File: src/rtl/fifo_axi_mem_bridge_if.sv
// AXI4 master/slave bundle between the memory bridge and the MIG.
// Burst attributes travel with the address channels.
interface fifo_axi_mem_bridge_if #(
  parameter int data_width = 32,
  parameter int addr_width = 32
);
  logic [addr_width-1:0]   awaddr;
  logic [7:0]              awlen;
  logic [2:0]              awsize;
  logic [1:0]              awburst;
  logic [3:0]              awid;
  logic                    awlock;
  logic [3:0]              awcache;
  logic [2:0]              awprot;
  logic [3:0]              awqos;
  logic                    awvalid;
  logic                    awready;

  logic [data_width-1:0]   wdata;
  logic [data_width/8-1:0] wstrb;
  logic                    wlast;
  logic                    wvalid;
  logic                    wready;

  logic [1:0]              bresp;
  logic                    bvalid;
  logic                    bready;

  logic [addr_width-1:0]   araddr;
  logic [7:0]              arlen;
  logic [2:0]              arsize;
  logic [1:0]              arburst;
  logic [3:0]              arid;
  logic                    arlock;
  logic [3:0]              arcache;
  logic [2:0]              arprot;
  logic [3:0]              arqos;
  logic                    arvalid;
  logic                    arready;

  logic [data_width-1:0]   rdata;
  logic [1:0]              rresp;
  logic                    rlast;
  logic                    rvalid;
  logic                    rready;

  modport master (
    output awaddr, awlen, awsize, awburst, awid,
    output awlock, awcache, awprot, awqos, awvalid,
    input  awready,
    output wdata, wstrb, wlast, wvalid,
    input  wready,
    input  bresp, bvalid,
    output bready,
    output araddr, arlen, arsize, arburst, arid,
    output arlock, arcache, arprot, arqos, arvalid,
    input  arready,
    input  rdata, rresp, rlast, rvalid,
    output rready
  );

  modport slave (
    input  awaddr, awlen, awsize, awburst, awid,
    input  awlock, awcache, awprot, awqos, awvalid,
    output awready,
    input  wdata, wstrb, wlast, wvalid,
    output wready,
    output bresp, bvalid,
    input  bready,
    input  araddr, arlen, arsize, arburst, arid,
    input  arlock, arcache, arprot, arqos, arvalid,
    output arready,
    output rdata, rresp, rlast, rvalid,
    input  rready
  );
endinterface

File: src/rtl/fifo_axi_mem_bridge.sv
// FIFO-style memory command/data streams to AXI4 INCR bursts.
// Bursts are capped at max_burst beats and never cross 4 KB.
module fifo_axi_mem_bridge #(
  parameter int mem_width      = 32,
  parameter int addr_width     = 32,
  parameter int axi_addr_width = 32,
  parameter int max_burst      = 16,
  parameter int err_width      = 16
) (
  input  logic                    clk,
  input  logic                    reset,
  input  logic                    mig_init_done,
  input  logic [2*addr_width:0]   cmd_data,
  input  logic                    cmd_valid,
  output logic                    cmd_ready,
  input  logic [mem_width-1:0]    wr_data,
  input  logic                    wr_valid,
  output logic                    wr_ready,
  output logic [mem_width-1:0]    rd_data,
  output logic                    rd_valid,
  input  logic                    rd_ready,
  fifo_axi_mem_bridge_if.master   axi,
  output logic                    busy,
  output logic [err_width-1:0]    err_count
);

  localparam int sh = $clog2(mem_width/8);
  localparam int bw = addr_width + 9;

  typedef enum logic [2:0] {
    INIT, IDLE, W_ADDR, W_DATA, W_RESP, R_ADDR, R_DATA
  } state_t;

  state_t state;

  logic [addr_width-1:0]     addr_q;
  logic [addr_width-1:0]     rem_q;
  logic [axi_addr_width-1:0] axaddr_q;
  logic [7:0]                len_m1_q;
  logic [7:0]                beat_q;
  logic                      awvalid_q;
  logic                      arvalid_q;
  logic                      bready_q;
  logic [err_width-1:0]      err_q;

  logic                  cmd_wr;
  logic [addr_width-1:0] cmd_addr;
  logic [addr_width-1:0] cmd_cnt;
  logic [8:0]            cmd_len;
  logic [8:0]            cur_len;
  logic [8:0]            nxt_len;
  logic [addr_width-1:0] nxt_addr;
  logic [addr_width-1:0] nxt_rem;
  logic                  beat_last;
  logic                  w_fire;
  logic                  r_fire;
  logic [1:0]            r_inc;
  logic [1:0]            b_inc;

  function automatic logic [axi_addr_width-1:0] byte_addr(
    input logic [addr_width-1:0] a
  );
    logic [bw-1:0] w;
    w = bw'(a) << sh;
    return axi_addr_width'(w);
  endfunction

  // min(remaining, max_burst, beats left in this 4 KB page)
  function automatic logic [8:0] burst_len(
    input logic [addr_width-1:0] a,
    input logic [addr_width-1:0] r
  );
    logic [11:0] off;
    logic [12:0] room;
    logic [8:0]  n;
    off  = 12'(byte_addr(a));
    room = (13'h1000 - {1'b0, off}) >> sh;
    n    = 9'(max_burst);
    if (room < {4'b0, n}) n = room[8:0];
    if (bw'(r) < bw'(n)) n = 9'(r);
    return n;
  endfunction

  function automatic logic [err_width-1:0] sat_add(
    input logic [err_width-1:0] e,
    input logic [1:0]           inc
  );
    logic [err_width:0] s;
    s = {1'b0, e} + {{(err_width-1){1'b0}}, inc};
    return s[err_width] ? '1 : s[err_width-1:0];
  endfunction

  assign {cmd_wr, cmd_addr, cmd_cnt} = cmd_data;

  assign cmd_len  = burst_len(cmd_addr, cmd_cnt);
  assign cur_len  = {1'b0, len_m1_q} + 9'd1;
  assign nxt_addr = addr_q + addr_width'(cur_len);
  assign nxt_rem  = rem_q - addr_width'(cur_len);
  assign nxt_len  = burst_len(nxt_addr, nxt_rem);

  assign beat_last = (beat_q == len_m1_q);
  assign w_fire = (state == W_DATA) && wr_valid && axi.wready;
  assign r_fire = (state == R_DATA) && axi.rvalid && rd_ready;
  assign r_inc  = {1'b0, axi.rresp != 2'b00}
                + {1'b0, axi.rlast != beat_last};
  assign b_inc  = {1'b0, axi.bresp != 2'b00};

  always_ff @(posedge clk or posedge reset) begin
    if (reset) begin
      state     <= INIT;
      addr_q    <= '0;
      rem_q     <= '0;
      axaddr_q  <= '0;
      len_m1_q  <= '0;
      beat_q    <= '0;
      awvalid_q <= 1'b0;
      arvalid_q <= 1'b0;
      bready_q  <= 1'b0;
      err_q     <= '0;
    end else begin
      unique case (state)
        INIT: begin
          if (mig_init_done) state <= IDLE;
        end
        IDLE: begin
          if (cmd_valid && cmd_cnt != '0) begin
            addr_q   <= cmd_addr;
            rem_q    <= cmd_cnt;
            len_m1_q <= 8'(cmd_len - 9'd1);
            axaddr_q <= byte_addr(cmd_addr);
            beat_q   <= '0;
            if (cmd_wr) begin
              state     <= W_ADDR;
              awvalid_q <= 1'b1;
            end else begin
              state     <= R_ADDR;
              arvalid_q <= 1'b1;
            end
          end
        end
        W_ADDR: begin
          if (axi.awready) begin
            awvalid_q <= 1'b0;
            state     <= W_DATA;
          end
        end
        W_DATA: begin
          if (w_fire) begin
            beat_q <= beat_q + 8'd1;
            if (beat_last) begin
              bready_q <= 1'b1;
              state    <= W_RESP;
            end
          end
        end
        W_RESP: begin
          if (axi.bvalid) begin
            bready_q <= 1'b0;
            err_q    <= sat_add(err_q, b_inc);
            addr_q   <= nxt_addr;
            rem_q    <= nxt_rem;
            if (nxt_rem != '0) begin
              len_m1_q  <= 8'(nxt_len - 9'd1);
              axaddr_q  <= byte_addr(nxt_addr);
              beat_q    <= '0;
              awvalid_q <= 1'b1;
              state     <= W_ADDR;
            end else begin
              state <= IDLE;
            end
          end
        end
        R_ADDR: begin
          if (axi.arready) begin
            arvalid_q <= 1'b0;
            state     <= R_DATA;
          end
        end
        R_DATA: begin
          if (r_fire) begin
            err_q  <= sat_add(err_q, r_inc);
            beat_q <= beat_q + 8'd1;
            // our own beat count ends the burst, whatever rlast says
            if (beat_last) begin
              addr_q <= nxt_addr;
              rem_q  <= nxt_rem;
              if (nxt_rem != '0) begin
                len_m1_q  <= 8'(nxt_len - 9'd1);
                axaddr_q  <= byte_addr(nxt_addr);
                beat_q    <= '0;
                arvalid_q <= 1'b1;
                state     <= R_ADDR;
              end else begin
                state <= IDLE;
              end
            end
          end
        end
        default: state <= INIT;
      endcase
    end
  end

  assign cmd_ready = (state == IDLE);
  assign busy      = (state != INIT) && (state != IDLE);
  assign err_count = err_q;

  assign axi.awaddr  = axaddr_q;
  assign axi.awlen   = len_m1_q;
  assign axi.awsize  = 3'(sh);
  assign axi.awburst = 2'b01;
  assign axi.awid    = '0;
  assign axi.awlock  = 1'b0;
  assign axi.awcache = '0;
  assign axi.awprot  = '0;
  assign axi.awqos   = '0;
  assign axi.awvalid = awvalid_q;

  assign axi.wdata  = wr_data;
  assign axi.wstrb  = '1;
  assign axi.wlast  = (state == W_DATA) && beat_last;
  assign axi.wvalid = (state == W_DATA) && wr_valid;
  assign wr_ready   = (state == W_DATA) && axi.wready;

  assign axi.bready = bready_q;

  assign axi.araddr  = axaddr_q;
  assign axi.arlen   = len_m1_q;
  assign axi.arsize  = 3'(sh);
  assign axi.arburst = 2'b01;
  assign axi.arid    = '0;
  assign axi.arlock  = 1'b0;
  assign axi.arcache = '0;
  assign axi.arprot  = '0;
  assign axi.arqos   = '0;
  assign axi.arvalid = arvalid_q;

  assign rd_data    = axi.rdata;
  assign rd_valid   = (state == R_DATA) && axi.rvalid;
  assign axi.rready = (state == R_DATA) && rd_ready;

endmodule

File: src/flat_wrapper.sv
// flat-port wrapper written by rule: the top's interface ports become plain ports
module fifo_axi_mem_bridge_flat 
#(
  parameter int mem_width      = 32,
  parameter int addr_width     = 32,
  parameter int axi_addr_width = 32,
  parameter int max_burst      = 16,
  parameter int err_width      = 16
)
  (clk, reset, mig_init_done, cmd_data, cmd_valid, cmd_ready, wr_data, wr_valid, wr_ready, rd_data, rd_valid, rd_ready, busy, err_count, axi_awaddr, axi_awlen, axi_awsize, axi_awburst, axi_awid, axi_awlock, axi_awcache, axi_awprot, axi_awqos, axi_awvalid, axi_awready, axi_wdata, axi_wstrb, axi_wlast, axi_wvalid, axi_wready, axi_bresp, axi_bvalid, axi_bready, axi_araddr, axi_arlen, axi_arsize, axi_arburst, axi_arid, axi_arlock, axi_arcache, axi_arprot, axi_arqos, axi_arvalid, axi_arready, axi_rdata, axi_rresp, axi_rlast, axi_rvalid, axi_rready);
  fifo_axi_mem_bridge_if #(.data_width(32), .addr_width(addr_width)) axi_i ();
  input  logic clk;
  input  logic reset;
  input  logic mig_init_done;
  input  logic [2*addr_width:0] cmd_data;
  input  logic cmd_valid;
  output logic cmd_ready;
  input  logic [mem_width-1:0] wr_data;
  input  logic wr_valid;
  output logic wr_ready;
  output logic [mem_width-1:0] rd_data;
  output logic rd_valid;
  input  logic rd_ready;
  output logic busy;
  output logic [err_width-1:0] err_count;
  output wire logic [$bits(axi_i.awaddr)-1:0] axi_awaddr;
  output wire logic [$bits(axi_i.awlen)-1:0] axi_awlen;
  output wire logic [$bits(axi_i.awsize)-1:0] axi_awsize;
  output wire logic [$bits(axi_i.awburst)-1:0] axi_awburst;
  output wire logic [$bits(axi_i.awid)-1:0] axi_awid;
  output wire logic [$bits(axi_i.awlock)-1:0] axi_awlock;
  output wire logic [$bits(axi_i.awcache)-1:0] axi_awcache;
  output wire logic [$bits(axi_i.awprot)-1:0] axi_awprot;
  output wire logic [$bits(axi_i.awqos)-1:0] axi_awqos;
  output wire logic [$bits(axi_i.awvalid)-1:0] axi_awvalid;
  input wire logic [$bits(axi_i.awready)-1:0] axi_awready;
  output wire logic [$bits(axi_i.wdata)-1:0] axi_wdata;
  output wire logic [$bits(axi_i.wstrb)-1:0] axi_wstrb;
  output wire logic [$bits(axi_i.wlast)-1:0] axi_wlast;
  output wire logic [$bits(axi_i.wvalid)-1:0] axi_wvalid;
  input wire logic [$bits(axi_i.wready)-1:0] axi_wready;
  input wire logic [$bits(axi_i.bresp)-1:0] axi_bresp;
  input wire logic [$bits(axi_i.bvalid)-1:0] axi_bvalid;
  output wire logic [$bits(axi_i.bready)-1:0] axi_bready;
  output wire logic [$bits(axi_i.araddr)-1:0] axi_araddr;
  output wire logic [$bits(axi_i.arlen)-1:0] axi_arlen;
  output wire logic [$bits(axi_i.arsize)-1:0] axi_arsize;
  output wire logic [$bits(axi_i.arburst)-1:0] axi_arburst;
  output wire logic [$bits(axi_i.arid)-1:0] axi_arid;
  output wire logic [$bits(axi_i.arlock)-1:0] axi_arlock;
  output wire logic [$bits(axi_i.arcache)-1:0] axi_arcache;
  output wire logic [$bits(axi_i.arprot)-1:0] axi_arprot;
  output wire logic [$bits(axi_i.arqos)-1:0] axi_arqos;
  output wire logic [$bits(axi_i.arvalid)-1:0] axi_arvalid;
  input wire logic [$bits(axi_i.arready)-1:0] axi_arready;
  input wire logic [$bits(axi_i.rdata)-1:0] axi_rdata;
  input wire logic [$bits(axi_i.rresp)-1:0] axi_rresp;
  input wire logic [$bits(axi_i.rlast)-1:0] axi_rlast;
  input wire logic [$bits(axi_i.rvalid)-1:0] axi_rvalid;
  output wire logic [$bits(axi_i.rready)-1:0] axi_rready;
  assign axi_awaddr = axi_i.awaddr;
  assign axi_awlen = axi_i.awlen;
  assign axi_awsize = axi_i.awsize;
  assign axi_awburst = axi_i.awburst;
  assign axi_awid = axi_i.awid;
  assign axi_awlock = axi_i.awlock;
  assign axi_awcache = axi_i.awcache;
  assign axi_awprot = axi_i.awprot;
  assign axi_awqos = axi_i.awqos;
  assign axi_awvalid = axi_i.awvalid;
  assign axi_i.awready = axi_awready;
  assign axi_wdata = axi_i.wdata;
  assign axi_wstrb = axi_i.wstrb;
  assign axi_wlast = axi_i.wlast;
  assign axi_wvalid = axi_i.wvalid;
  assign axi_i.wready = axi_wready;
  assign axi_i.bresp = axi_bresp;
  assign axi_i.bvalid = axi_bvalid;
  assign axi_bready = axi_i.bready;
  assign axi_araddr = axi_i.araddr;
  assign axi_arlen = axi_i.arlen;
  assign axi_arsize = axi_i.arsize;
  assign axi_arburst = axi_i.arburst;
  assign axi_arid = axi_i.arid;
  assign axi_arlock = axi_i.arlock;
  assign axi_arcache = axi_i.arcache;
  assign axi_arprot = axi_i.arprot;
  assign axi_arqos = axi_i.arqos;
  assign axi_arvalid = axi_i.arvalid;
  assign axi_i.arready = axi_arready;
  assign axi_i.rdata = axi_rdata;
  assign axi_i.rresp = axi_rresp;
  assign axi_i.rlast = axi_rlast;
  assign axi_i.rvalid = axi_rvalid;
  assign axi_rready = axi_i.rready;
  fifo_axi_mem_bridge #(.mem_width(mem_width), .addr_width(addr_width), .axi_addr_width(axi_addr_width), .max_burst(max_burst), .err_width(err_width)) u_core (.clk(clk), .reset(reset), .mig_init_done(mig_init_done), .cmd_data(cmd_data), .cmd_valid(cmd_valid), .cmd_ready(cmd_ready), .wr_data(wr_data), .wr_valid(wr_valid), .wr_ready(wr_ready), .rd_data(rd_data), .rd_valid(rd_valid), .rd_ready(rd_ready), .axi(axi_i), .busy(busy), .err_count(err_count));
endmodule
File: config.mk
export PLATFORM = sky130hd
export DESIGN_NAME = fifo_axi_mem_bridge_flat
export DESIGN_NICKNAME = d
export VERILOG_FILES = /design/src/rtl/fifo_axi_mem_bridge_if.sv /design/src/rtl/fifo_axi_mem_bridge.sv /design/src/flat_wrapper.sv
export SDC_FILE = /design/constraint.sdc
export NUM_CORES = 1
export LEC_CHECK = 0
export ABC_AREA = 0
export BUFFER_PORTS_ARGS = -buffer_cell sky130_fd_sc_hd__buf_4
export CAP_MARGIN = 20
export CORE_MARGIN = 1.5
export CORE_UTILIZATION = 43
export CTS_CLUSTER_SIZE = 20
export DETAILED_ROUTE_END_ITERATION = 8
export PLACE_DENSITY = 0.66
export SYNTH_ARGS = -nofsm -noshare
export SYNTH_HDL_FRONTEND = slang
export SYNTH_SLANG_ARGS = --single-unit
File: constraint.sdc
create_clock -name clk -period 6.8 [get_ports clk]
set_input_delay 0.68 -clock clk [delete_from_list [all_inputs] [get_ports clk]]
set_output_delay 0.68 -clock clk [all_outputs]
set_load 0.02 [all_outputs]
==> metrics.cfg <==
[critical_path]
slowest_stage = or4b_1
critPathLaunchType = flip-flop
reg2reg_depth = 23
cp-end-kind = flip-flop
rr_endpoint = u_core.axi.arlen[6]
critical_path.cell_chain = ha_1, nand3_1, xnor2_1, ha_1, a21o_1, a31o_2, or2_2, xor2_1, mux2i_1, nand3_1, inv_1, ha_1, a21o_1, a21oi_1, and2b_2, o221ai_1, or4b_1, or4_1, nand3_2, ha_1, nand4_1, xnor2_1, mux2_2
path_buf_inv = 1
cp.required_ps = 7110
cp.arrival_ps = 6490
critPathKind = flip-flop to flip-flop
rrSetupSlack_ps = 620
cp_max_fo = 10
regToRegStartpoint = u_core.axi.arlen[0]
cp_common_cell = ha_1
cpLargestDelayFamily = simple AND/OR/NAND/NOR gates
cp.depth = 23
slowest_delay_ps = 630

[cts]
clkSinkCount = 130
clk_latency_ps = 440
cts_tree = yes
cts_setup_buffers = 0
root_buffer = clkbuf_16
htreeDepth = 4
hold_buffers = 0
cts_made_buffers = 17
cts_resized = 0
path_clk_slew_ps = 60
clock_path_buffers = 2

[timing]
period_needed_ps = 6175
layout_setup_ws_ps = 624.7
hold_viol = 0
setup_tns_ps = 0
worst_pin_slew_ps = 924.8
rsz0062_at_grt = no
maxSlewViolCount = 0
fmax_ghz = 0.1619
finalSetupViolCount = 0
slew_headroom_pct = 36.75
skew_ps = 16.59
period_share_pct = 90.81

[grt]
grt_pass1_vias = 8840
antenna_found_initial = 0
track_usage_pct = 21.97
grt.overflow.total = 0
grt_pass1_wl_mm = 45.60
grt_max_degree = 85

[pwr]
power_density_nw_per_um2 = 529.5
leakage_uw = 0.005457
peakVddDrop_mv = 0.2876

[place]
gp_congestion = 0.9319
dp_hpwl_mm = 21.01
port_buffers = 180
post-place-ws_ps = 712.4
placed_area_um2 = 11350
dp.cells = 1681

[floorplanning]
dieArea_um2 = 25740
die_width_um = 160.4
initial_core_util_pct = 43.82
die_y_um = 160.4
coreArea_um2 = 24320
rows = 57
pin_count = 361

[logic_synthesis]
ys_ff_latch = 130
synth_edf_count = 0
yosysUniqueCellTypes = 95
yosysSeqAreaShare_pct = 30.52
async_flop_share_pct = 100.0
syn_inst = 1312
syn_avg_cell_area_um2 = 8.123
synth_warnings = 0
ys.flop_type = dfrtp_1
syn-cell-area_um2 = 10660

[detailed_routing]
wl_mm = 28.65
dr.pass1.iters = 5
post_drt_wl_per_cell_um = 16.73
drc = 0
vias = 9555
dr.first_iter.drc_count = 615
avgViaCountPerCell = 5.578
ant_nets = 0

[finish]
layout.cells.non_filler = 1713
final_common_cell = buf_4
layout_common_cells = 192 x buf_4, 162 x nand2_1, 130 x dfrtp_1
fin_area_um2 = 11950
drive_above_1_share_pct = 20.23
nets = 1566
antenna_cells = 0
syn_to_final_growth_pct = 12.14

[run_status]
status = complete, no violations

[worst_hold_path]
hold_class = input port to asynchronous set/reset pin

[job]
drv_cap = 0

==> state kept, by name, summed over array words and instances, names as in the netlist <==
register            count
u_core.addr_q          30
u_core.axi.arvalid      1
u_core.axi.bready       1
u_core.axi.araddr      30
u_core.axi.awvalid      1
u_core.state            3
u_core.rem_q           32
u_core.beat_q           8
u_core.err_count       16
u_core.axi.arlen        8
==> cell type report <==
cell class | count | area, um^2
clock inverter | 11 | 152.6
tap | 324 | 405.4
timing repair buffer | 192 | 1441
fill | 2371 | 12370
inverter | 39 | 151.4
sequential | 130 | 3253
clock buffer | 21 | 450.4
multi-input combinational | 996 | 6097
==> cells by family (layout without fill, tap and decap cells) <==
family / Yosys count / after routing / synth area share (%)
adders and majority gates: 45 / 45 / 5.494
DFF: 130 / 130 / 30.52
muxes: 19 / 19 / 1.925
AOI/OAI and AO/OA: 350 / 350 / 20.94
xor gates and xnor gates: 58 / 58 / 4.766
other: 2 / 58 / 0.07047
and+or+nand+nor: 466 / 466 / 21.75
buffers and inverters: 242 / 263 / 14.52
==> worst max path at each step <==
stage / startpoint / slack (ps) / endpoint
finish: u_core.axi.arlen[0] / 620 / u_core.axi.arlen[6]
global route: u_core.axi.arlen[0] / 280 / u_core.axi.arlen[6]
CTS: u_core.axi.arlen[0] / 670 / u_core.axi.arlen[6]
detailed placement: u_core.axi.arlen[0] / 710 / u_core.axi.arlen[6]
global placement: u_core.axi.arlen[1] / 740 / u_core.axi.arlen[6]
floorplan: u_core.axi.arlen[1] / 1120 / u_core.axi.arlen[6]
==> synthesized netlist by cell type (all sizes together), types with 20 or more instances <==
| master | instances | share of area (%) |
|---|---|---|
| xnor2 | 29 | 2.4 |
| o21ai | 126 | 5.9 |
| clkbuf | 41 | 1.8 |
| buf | 162 | 11 |
| xor2 | 29 | 2.4 |
| a21oi | 75 | 3.5 |
| nor2 | 100 | 3.5 |
| nand2 | 163 | 5.8 |
| nor3 | 20 | 0.94 |
| and3 | 25 | 1.5 |
| ha | 42 | 4.9 |
| dfrtp | 130 | 31 |
| inv | 39 | 1.4 |
| nand3 | 44 | 2.3 |
==> layer usage <==
metal	GRT usage, %	share of wire (%)	vias to the layer above
li1	-	-	4593
met1	29.62	44	4552
met2	35.85	47	371
met3	4.158	6.9	39
met4	6.287	2.0	0
met5	0	0	-
==> per-stage QoR <==
step                      power, uW  util, %  hold slack, ps
final                          6328    49.14           293.9
after global routing           6857    49.14           344.7
after CTS                      6333    49.14           330.0
after detailed placement       5352    46.66           482.5
after global placement         5290    46.66           469.3
after floorplan                4418        -           452.4
==> where the power goes <==
group	switching, uW	total (uW)	internal (uW)
Clock	367	956	589
Sequential	395	1500	1110
Combinational	2370	3870	1500
Power figures use the tool's default switching activity.
